## src/rtl/alu_pkg.sv

```systemverilog
// Shared types and constants for the bit-serial MIPS ALU engine:
// ALU-control codes, slice operation selects, FSM states and decoded controls.
package alu_pkg;

    localparam logic [3:0] OP_AND = 4'b0000;
    localparam logic [3:0] OP_OR  = 4'b0001;
    localparam logic [3:0] OP_ADD = 4'b0010;
    localparam logic [3:0] OP_SUB = 4'b0110;
    localparam logic [3:0] OP_SLT = 4'b0111;
    localparam logic [3:0] OP_NOR = 4'b1100;

    localparam logic [1:0] SEL_AND = 2'b00;
    localparam logic [1:0] SEL_OR  = 2'b01;
    localparam logic [1:0] SEL_ADD = 2'b10;
    localparam logic [1:0] SEL_SET = 2'b11;

    typedef enum logic [1:0] {
        IDLE = 2'd0,
        RUN  = 2'd1,
        FIN  = 2'd2,
        DONE = 2'd3
    } state_t;

    typedef struct packed {
        logic       inva;
        logic       invb;
        logic       cin;
        logic [1:0] sel;
        logic       illegal;
    } ctl_t;

endpackage

```

## src/rtl/alu_op_decode.sv

```systemverilog
// Combinational decode of the 4-bit MIPS ALU-control code into one-bit slice controls.
module alu_op_decode
    import alu_pkg::*;
(
    input  logic [3:0] aluop,
    output ctl_t       ctl
);

    always_comb begin
        // Unknown codes behave as AND; the top forces the operands to zero.
        ctl = '{inva: 1'b0, invb: 1'b0, cin: 1'b0, sel: SEL_AND, illegal: 1'b1};
        case (aluop)
            OP_AND: ctl = '{inva: 1'b0, invb: 1'b0, cin: 1'b0, sel: SEL_AND, illegal: 1'b0};
            OP_OR:  ctl = '{inva: 1'b0, invb: 1'b0, cin: 1'b0, sel: SEL_OR,  illegal: 1'b0};
            OP_ADD: ctl = '{inva: 1'b0, invb: 1'b0, cin: 1'b0, sel: SEL_ADD, illegal: 1'b0};
            OP_SUB: ctl = '{inva: 1'b0, invb: 1'b1, cin: 1'b1, sel: SEL_ADD, illegal: 1'b0};
            OP_SLT: ctl = '{inva: 1'b0, invb: 1'b1, cin: 1'b1, sel: SEL_SET, illegal: 1'b0};
            OP_NOR: ctl = '{inva: 1'b1, invb: 1'b1, cin: 1'b0, sel: SEL_AND, illegal: 1'b0};
            default: ;
        endcase
    end

endmodule

```

## src/rtl/serial_alu_ctrl.sv

```systemverilog
// Bit-serial ALU engine: one operand bit per clock, LSB first, through a single
// carry flip-flop; result and flags are registered once per operation.
module serial_alu_ctrl
    import alu_pkg::*;
#(
    parameter int WIDTH = 32
) (
    input  logic             clk,
    input  logic             rst_n,
    input  logic             start,
    input  logic [3:0]       aluop,
    input  logic [WIDTH-1:0] a,
    input  logic [WIDTH-1:0] b,
    output logic             busy,
    output logic             done,
    output logic [WIDTH-1:0] result,
    output logic             zero,
    output logic             overflow,
    output logic             illegal
);

    localparam int CW = $clog2(WIDTH);

    state_t           state, state_nxt;
    ctl_t             dec;
    logic [WIDTH-1:0] a_r, b_r, sr;
    logic             inva_r, invb_r, ill_r;
    logic [1:0]       sel_r;
    logic [CW-1:0]    cnt;
    logic             carry, sgn, ovf;
    logic             last, ta, tb, s, cout, f, is_arith;
    logic [WIDTH-1:0] final_res;

    alu_op_decode u_decode (
        .aluop (aluop),
        .ctl   (dec)
    );

    assign last      = (cnt == CW'(WIDTH - 1));
    assign ta        = a_r[cnt] ^ inva_r;
    assign tb        = b_r[cnt] ^ invb_r;
    assign s         = ta ^ tb ^ carry;
    assign cout      = (ta & tb) | (ta & carry) | (tb & carry);
    assign is_arith  = (sel_r == SEL_ADD) || (sel_r == SEL_SET);
    assign final_res = (sel_r == SEL_SET) ? {{(WIDTH-1){1'b0}}, sgn ^ ovf} : sr;

    always_comb begin
        f = 1'b0;
        case (sel_r)
            SEL_AND: f = ta & tb;
            SEL_OR:  f = ta | tb;
            SEL_ADD: f = s;
            default: f = 1'b0;
        endcase
    end

    always_ff @(posedge clk or negedge rst_n) begin
        if (!rst_n) state <= IDLE;
        else        state <= state_nxt;
    end

    always_comb begin
        state_nxt = state;
        case (state)
            IDLE:    if (start) state_nxt = RUN;
            RUN:     if (last)  state_nxt = FIN;
            FIN:     state_nxt = DONE;
            default: state_nxt = IDLE;
        endcase
    end

    always_comb begin
        busy = (state == RUN) || (state == FIN);
        done = (state == DONE);
    end

    always_ff @(posedge clk or negedge rst_n) begin
        if (!rst_n) begin
            cnt      <= '0;
            carry    <= 1'b0;
            result   <= '0;
            zero     <= 1'b0;
            overflow <= 1'b0;
            illegal  <= 1'b0;
        end else begin
            case (state)
                IDLE: if (start) begin
                    cnt   <= '0;
                    carry <= dec.cin;
                end
                RUN: begin
                    carry <= cout;
                    cnt   <= last ? '0 : cnt + 1'b1;
                end
                FIN: begin
                    result   <= final_res;
                    zero     <= (final_res == '0);
                    overflow <= is_arith & ovf;
                    illegal  <= ill_r;
                end
                default: ;
            endcase
        end
    end

    // Operand, control and shift-register state needs no reset: it is fully
    // reloaded on every accept and overwritten over WIDTH RUN cycles.
    always_ff @(posedge clk) begin
        if (state == IDLE && start) begin
            a_r    <= dec.illegal ? '0 : a;
            b_r    <= dec.illegal ? '0 : b;
            inva_r <= dec.inva;
            invb_r <= dec.invb;
            sel_r  <= dec.sel;
            ill_r  <= dec.illegal;
        end
        if (state == RUN) begin
            sr <= {f, sr[WIDTH-1:1]};
            if (last) begin
                sgn <= s;
                ovf <= carry ^ cout;
            end
        end
    end

endmodule

```

## config.mk

```make
export PLATFORM = sky130hd
export DESIGN_NAME = serial_alu_ctrl
export DESIGN_NICKNAME = d
export VERILOG_FILES = /design/src/rtl/alu_pkg.sv /design/src/rtl/alu_op_decode.sv /design/src/rtl/serial_alu_ctrl.sv
export SDC_FILE = /design/constraint.sdc
export NUM_CORES = 1
export LEC_CHECK = 0
export BUFFER_PORTS_ARGS = -buffer_cell sky130_fd_sc_hd__buf_2
export CORE_MARGIN = 10
export CORE_UTILIZATION = 38
export CTS_CLUSTER_SIZE = 16
export DETAILED_ROUTE_END_ITERATION = 6
export PLACE_DENSITY = 0.62
export REMOVE_ABC_BUFFERS = 1
export SLEW_MARGIN = 15
export SYNTH_ARGS = -nofsm -noshare
export SYNTH_HDL_FRONTEND = slang
export SYNTH_HIERARCHICAL = 1
export SYNTH_SLANG_ARGS = --single-unit
export TNS_END_PERCENT = 1
```

## constraint.sdc

```tcl
create_clock -name clk -period 4.45 [get_ports clk]
set_clock_uncertainty 0.05 [all_clocks]
set_input_delay 0.89 -clock clk [delete_from_list [all_inputs] [get_ports clk]]
set_output_delay 0.89 -clock clk [all_outputs]
set_load 0.01 [all_outputs]
```

* Word-level counts from Yosys, hierarchy flattened *
Index checks and enable logic that the tools add are counted.

cells by class
  add/subtract/negate cells = 1
  $lt $le $gt $ge = 1
  equality and inequality tests = 14
  muxes and demuxes = 15
  bitwise operators = 13
  reductions and logical operators = 11

operator list
  kind                   number
  $pmux W6 S6            1
  $logic_not A32 Y1      1
  $mux W32               1
  $bmux W1 S5            2
  $mux W5                2
  $pmux W5 S2            1
  $eq A2 B2 Y1 const B   4
  $eq A4 B3 Y1 const B   2
  $lt A5 B6 Y1 const B   1
  $pmux W2 S3            1
  $reduce_and A2 Y1      3
  $xor A1 B1 Y1          6
  $add A5 B1 Y5 const B  1
  $eq A5 B5 Y1 const B   1
  $and A1 B1 Y1          4
  $eq A2 B1 Y1 const B   2
  $eq A4 B1 Y1 const B   1
  $eq A4 B2 Y1 const B   1
  $eq A4 B4 Y1 const B   1
  $logic_not A2 Y1       2
  $logic_not A4 Y1       1
  $mux W2                2
  $ne A2 B2 Y1 const B   2
  $mux W1                3
  6 further kinds        9

storage, ports and cells
  bits in registers = 146
  input port bits = 71
  output and inout bits = 37
  logic and storage cells = 71

* Depth between registers and ports, before layout *
  word-level depth = 7
  depth in mapped cells = 11
  mapped depth without buffers = 9

* Hierarchy *
The synthesis kept the hierarchy.

by module, submodules not included
  module           instances  cells an instance  area an instance (sq um)  seq. area each (sq um)
  serial_alu_ctrl  1          471                6223.5                    4169.0
  alu_op_decode    1          13                 97.6                      0.0

* Worst setup path after synthesis *
No wires, ideal clock.

  path kind = input -> register
  start = input port start
  end = register carry
  arrival = 2.902 ns
  required time = 4.308 ns
  slack = 1.406 ns
  cell stages on the path = 3
  path buffers = 0
  cell sequence = and2_1 -> a22oi_1 -> o21ai_0

between the ends
  word-level cells in the longest chain between the ends = 2

RTL lines
  element                      line                   source
  start: declaration           serial_alu_ctrl.sv:10  input logic start,
  $ne A2 B2 Y1 (no line)       -
  $reduce_and A2 Y1 (no line)  -
  end signal: assignment       serial_alu_ctrl.sv:89  carry <= dec.cin;
  end signal: assignment       serial_alu_ctrl.sv:92  carry <= cout;
  end: declaration             serial_alu_ctrl.sv:30  logic carry, sgn, ovf;

Every way passes these cells.
A chain may end at the register's enable or synchronous reset.

* Worst setup path after layout *
  start = register cnt[1]
  end = register sr[31] (data pin)

between the ends
  word-level cells in the longest chain between the ends = 6

RTL lines
  element                           line                                          source
  start: declaration                serial_alu_ctrl.sv:29                         logic [CW-1:0] cnt;
  start signal: assignment          serial_alu_ctrl.sv:93                         cnt <= last ? '0 : cnt + 1'b1;
  $bmux W1 S5 (on tied branches)    serial_alu_ctrl.sv:40, serial_alu_ctrl.sv:41
  $mux W1 (on tied branches)        serial_alu_ctrl.sv:40, serial_alu_ctrl.sv:41
  $xor A1 B1 Y1 (on tied branches)  serial_alu_ctrl.sv:40, serial_alu_ctrl.sv:41
  $xor A1 B1 Y1 * (2 in series)     serial_alu_ctrl.sv:42                         assign s = ta ^ tb ^ carry;
  via s                             serial_alu_ctrl.sv:31                         logic last, ta, tb, s, cout, f, is_arith;
  $pmux W1 S3 *                     serial_alu_ctrl.sv:49                         case (sel_r)
  via f                             serial_alu_ctrl.sv:31
  end signal: assignment            serial_alu_ctrl.sv:118                        sr <= {f, sr[WIDTH-1:1]};
  end: declaration                  serial_alu_ctrl.sv:26                         logic [WIDTH-1:0] a_r, b_r, sr;

The timed path passes the listed nets; every way through them passes the cells marked *. The select of a mux whose other input is x is not followed.

==> run_results.csv <==
group,metric,value,unit
synthesis,netlist-cell-type-count,41,
timing,hold_viol,0,
setup_path,regToRegSetupSlack,0.98,ns
clock_network,clock-sinks,146,
pwr,leakage,3.04,nW
run_status,status,"finished clean",
hold_path,hp-class,"register to register",
floorplanning,die_area,22200,µm²
timing,finalMaxSlewViolations,0,
setup_path,cpPeakStageDelay,1.05,ns
synthesis,yosys_warnings,6,
setup_path,worst-path-max-fanout,24,
setup_path,crit_type,"register to register",
floorplanning,die_x,149,µm
global_route,grt.total_usage,11.9,%
setup_path,path_common_cell,"mux2i_1",
clock_network,postCtsHoldBufs,0,
setup_path,cp_num_buf_inv,1,
timing,hold_ws,0.427,ns
layout,drive_gt1_share,25.1,%
run,drv_cap,0,
clock_network,cts_buffers,17,
timing,slew_headroom,25.6,%
setup_path,startpoint_type,"register",
pwr,ir_worst_vdd,0.000313,V
setup_path,crit_slowest_cell,"dfrtp_1",
drt,drc_errors,0,
placement,io_buffers,107,
drt,drt_iter0_markers,216,
global_route,first_global_vias,4158,
timing,tns,0,ns
clock_network,clk_pin_slew,0.06,ns
drt,firstDrtPassIters,4,
clock_network,clockBufferDepth,2,
setup_path,endpoint_kind,"register",
setup_path,critPathTopFamily,"flip-flops",
placement,gp_congestion,0.760,
timing,setup-violations-final,0,
clock_network,ctsResizeCount,0,
floorplanning,die_y,149,µm
layout,diodes,0,
synthesis,avgSynthCellArea,13.1,µm²
floorplanning,std_cell_rows,47,
synthesis,synthCells,484,
global_route,grt_max_degree,71,
drt,vias,3977,
synthesis,synth_area,6320,µm²
global_route,grt_antenna_before_repair,0,
clock_network,clk_latency,0.42,ns
timing,min_period_over_period,78.0,%
clock_network,htree_levels,4,
layout,area_growth,21.3,%
pwr,power.density,622,nW/µm²
placement,post-dp-hpwl,9.31,mm
timing,fmax,288,MHz
global_route,grt_overflow,0,
synthesis,yosysSeqAreaShare,66.0,%
setup_path,cp.required,4.56,ns
drt,antenna_left,0,
clock_network,cts_tree,"built",
clock_network,cts_root_buf,"clkbuf_16",
synthesis,synth_seq_cells,146,
timing,worst_pin_slew,1.11,ns
setup_path,crit_arrival,3.58,ns
timing,fin_crit,3.47,ns
layout,fin_nets,670,
global_route,grt_pass1_wl,20.9,mm
floorplanning,start_util,38.4,%
clock_network,post_cts_buffers,0,
floorplanning,num_io_pins,108,
drt,wire_per_inst,15.6,µm
timing,rsz0062_at_grt,"no",
setup_path,crit_path_cell_trace,"buf_4 > mux2i_1 > a22oi_1 > a21oi_1 > nor4_2 > xor2_1 > fa_1 > mux2i_1 > o21ai_0",
floorplanning,core-area,16500,µm²
drt,vias_per_cell,4.84,
drt,wl,12.9,mm
-- report_power, final --
group | internal (W) | switching [W]
registers | 0.00193 | 0.000225
clock network | 0.000922 | 0.000542
logic | 0.000451 | 0.000705
total | 0.00330 | 0.00147
-- cells by family after synthesis --
| group | synth area share [%] |
|---|---|
| flops | 66.0 |
| simple gates | 13.5 |
| compound gates | 7.34 |
| buf+inv | 4.37 |
| mux | 5.74 |
| fa+ha+maj | 2.10 |
| xor+xnor | 0.970 |
-- metrics by stage --
step	instances	setup slack [ns]	total power, W	instance area, µm²	utilization [%]
after global placement	790	1.11	0.00331	7040	42.8
after global routing	822	0.695	0.00509	7670	46.6
after floorplan	459	1.34	0.00289	6190	-
after detailed placement	790	0.946	0.00336	7040	42.8
final	822	0.978	0.00477	7670	46.6
after CTS	822	0.941	0.00484	7670	46.6
-- final cells by class --
cell class | instances | area [µm²]
repair buffers | 111 | 566
clock inverters | 11 | 120
fillers | 1541 | 8800
well taps | 220 | 275
clock buffers | 21 | 503
multi-input cells | 274 | 1890
flip-flops and latches | 146 | 4170
inverters | 39 | 146
-- Yosys cell counts, drive strengths merged --
master  number  area share [%]
and2b        2            0.24
o31ai        1            0.12
a22o         4            0.55
a22oi       18             2.1
clkbuf      20             1.2
a211oi       2            0.24
nand3       33             2.6
nand3b       1            0.12
nor3b        1            0.12
edfxtp     103              49
and2         6            0.61
xnor2        3            0.42
nor3         1           0.079
mux2         2            0.36
and4bb       1            0.20
nand2b       6            0.59
fa           1            0.32
nor2b       67             6.6
o21ai       38             3.0
inv         39             2.3
dfrtp       43              17
a21boi       1            0.12
o211ai       1            0.12
o21a         1            0.12
a31oi        1            0.20
ha           9             1.8
nor4        10             1.2
nor2         5            0.30
mux2i       34             5.4
nand4        1           0.099
a21oi        8            0.63
o22ai        1           0.099
xor2         4            0.55
and3         2            0.20
buf          5            0.87
nand2        9            0.53
-- worst reg2reg max path, cell delays in order (launching register included) --
cell	delay, ns
dfrtp_1	1.05
buf_4	0.33
mux2i_1	0.09
a22oi_1	0.20
a21oi_1	0.10
nor4_2	0.40
xor2_1	0.28
fa_1	0.48
mux2i_1	0.15
o21ai_0	0.09
-- state kept, by name, summed over array words and instances (netlist names) --
signal	flops
a_r	32
b_r	32
carry	1
cnt	5
ill_r	1
illegal	1
inva_r	1
invb_r	1
overflow	1
ovf	1
result	32
sel_r	2
sgn	1
sr	32
state	2
zero	1
-- worst paths after layout --
path | from | end | depth (start not counted)
min reg2reg | ill_r$_DFFE_PP_ | illegal$_DFFE_PN0N_ | 1
max in group asynchronous | rst_n | carry$_DFFE_PN0P_ | 1
min in group asynchronous | rst_n | result[12]$_DFFE_PN0N_ | 1
max reg2reg | cnt[1]$_DFFE_PN0P_ | sr[31]$_DFFE_PP_ | 9
min | ill_r$_DFFE_PP_ | illegal$_DFFE_PN0N_ | 1
max | cnt[1]$_DFFE_PN0P_ | sr[31]$_DFFE_PP_ | 9
-- layout by cell type (no fill, tap or decap), drive strengths merged, types with 8 or more instances in the layout --
| master | Yosys | layout |
|---|---|---|
| a21oi | 8 | 8 |
| a22oi | 18 | 18 |
| buf | 5 | 111 |
| clkbuf | 20 | 21 |
| dfrtp | 43 | 43 |
| edfxtp | 103 | 103 |
| ha | 9 | 9 |
| inv | 39 | 42 |
| mux2i | 34 | 34 |
| nand2 | 9 | 9 |
| nand3 | 33 | 33 |
| nor2b | 67 | 67 |
| nor4 | 10 | 10 |
| o21ai | 38 | 38 |
-- per-layer routing --
metal  track usage (%)  wire length [µm]  part of all wire [%]
met2              19.3              6320                    49
met5                 0                 0                     0
met4              4.37               148                   1.2
met1              13.6              5430                    42
met3              5.49               958                   7.4
No activity file was read; power rests on OpenSTA's default activity.
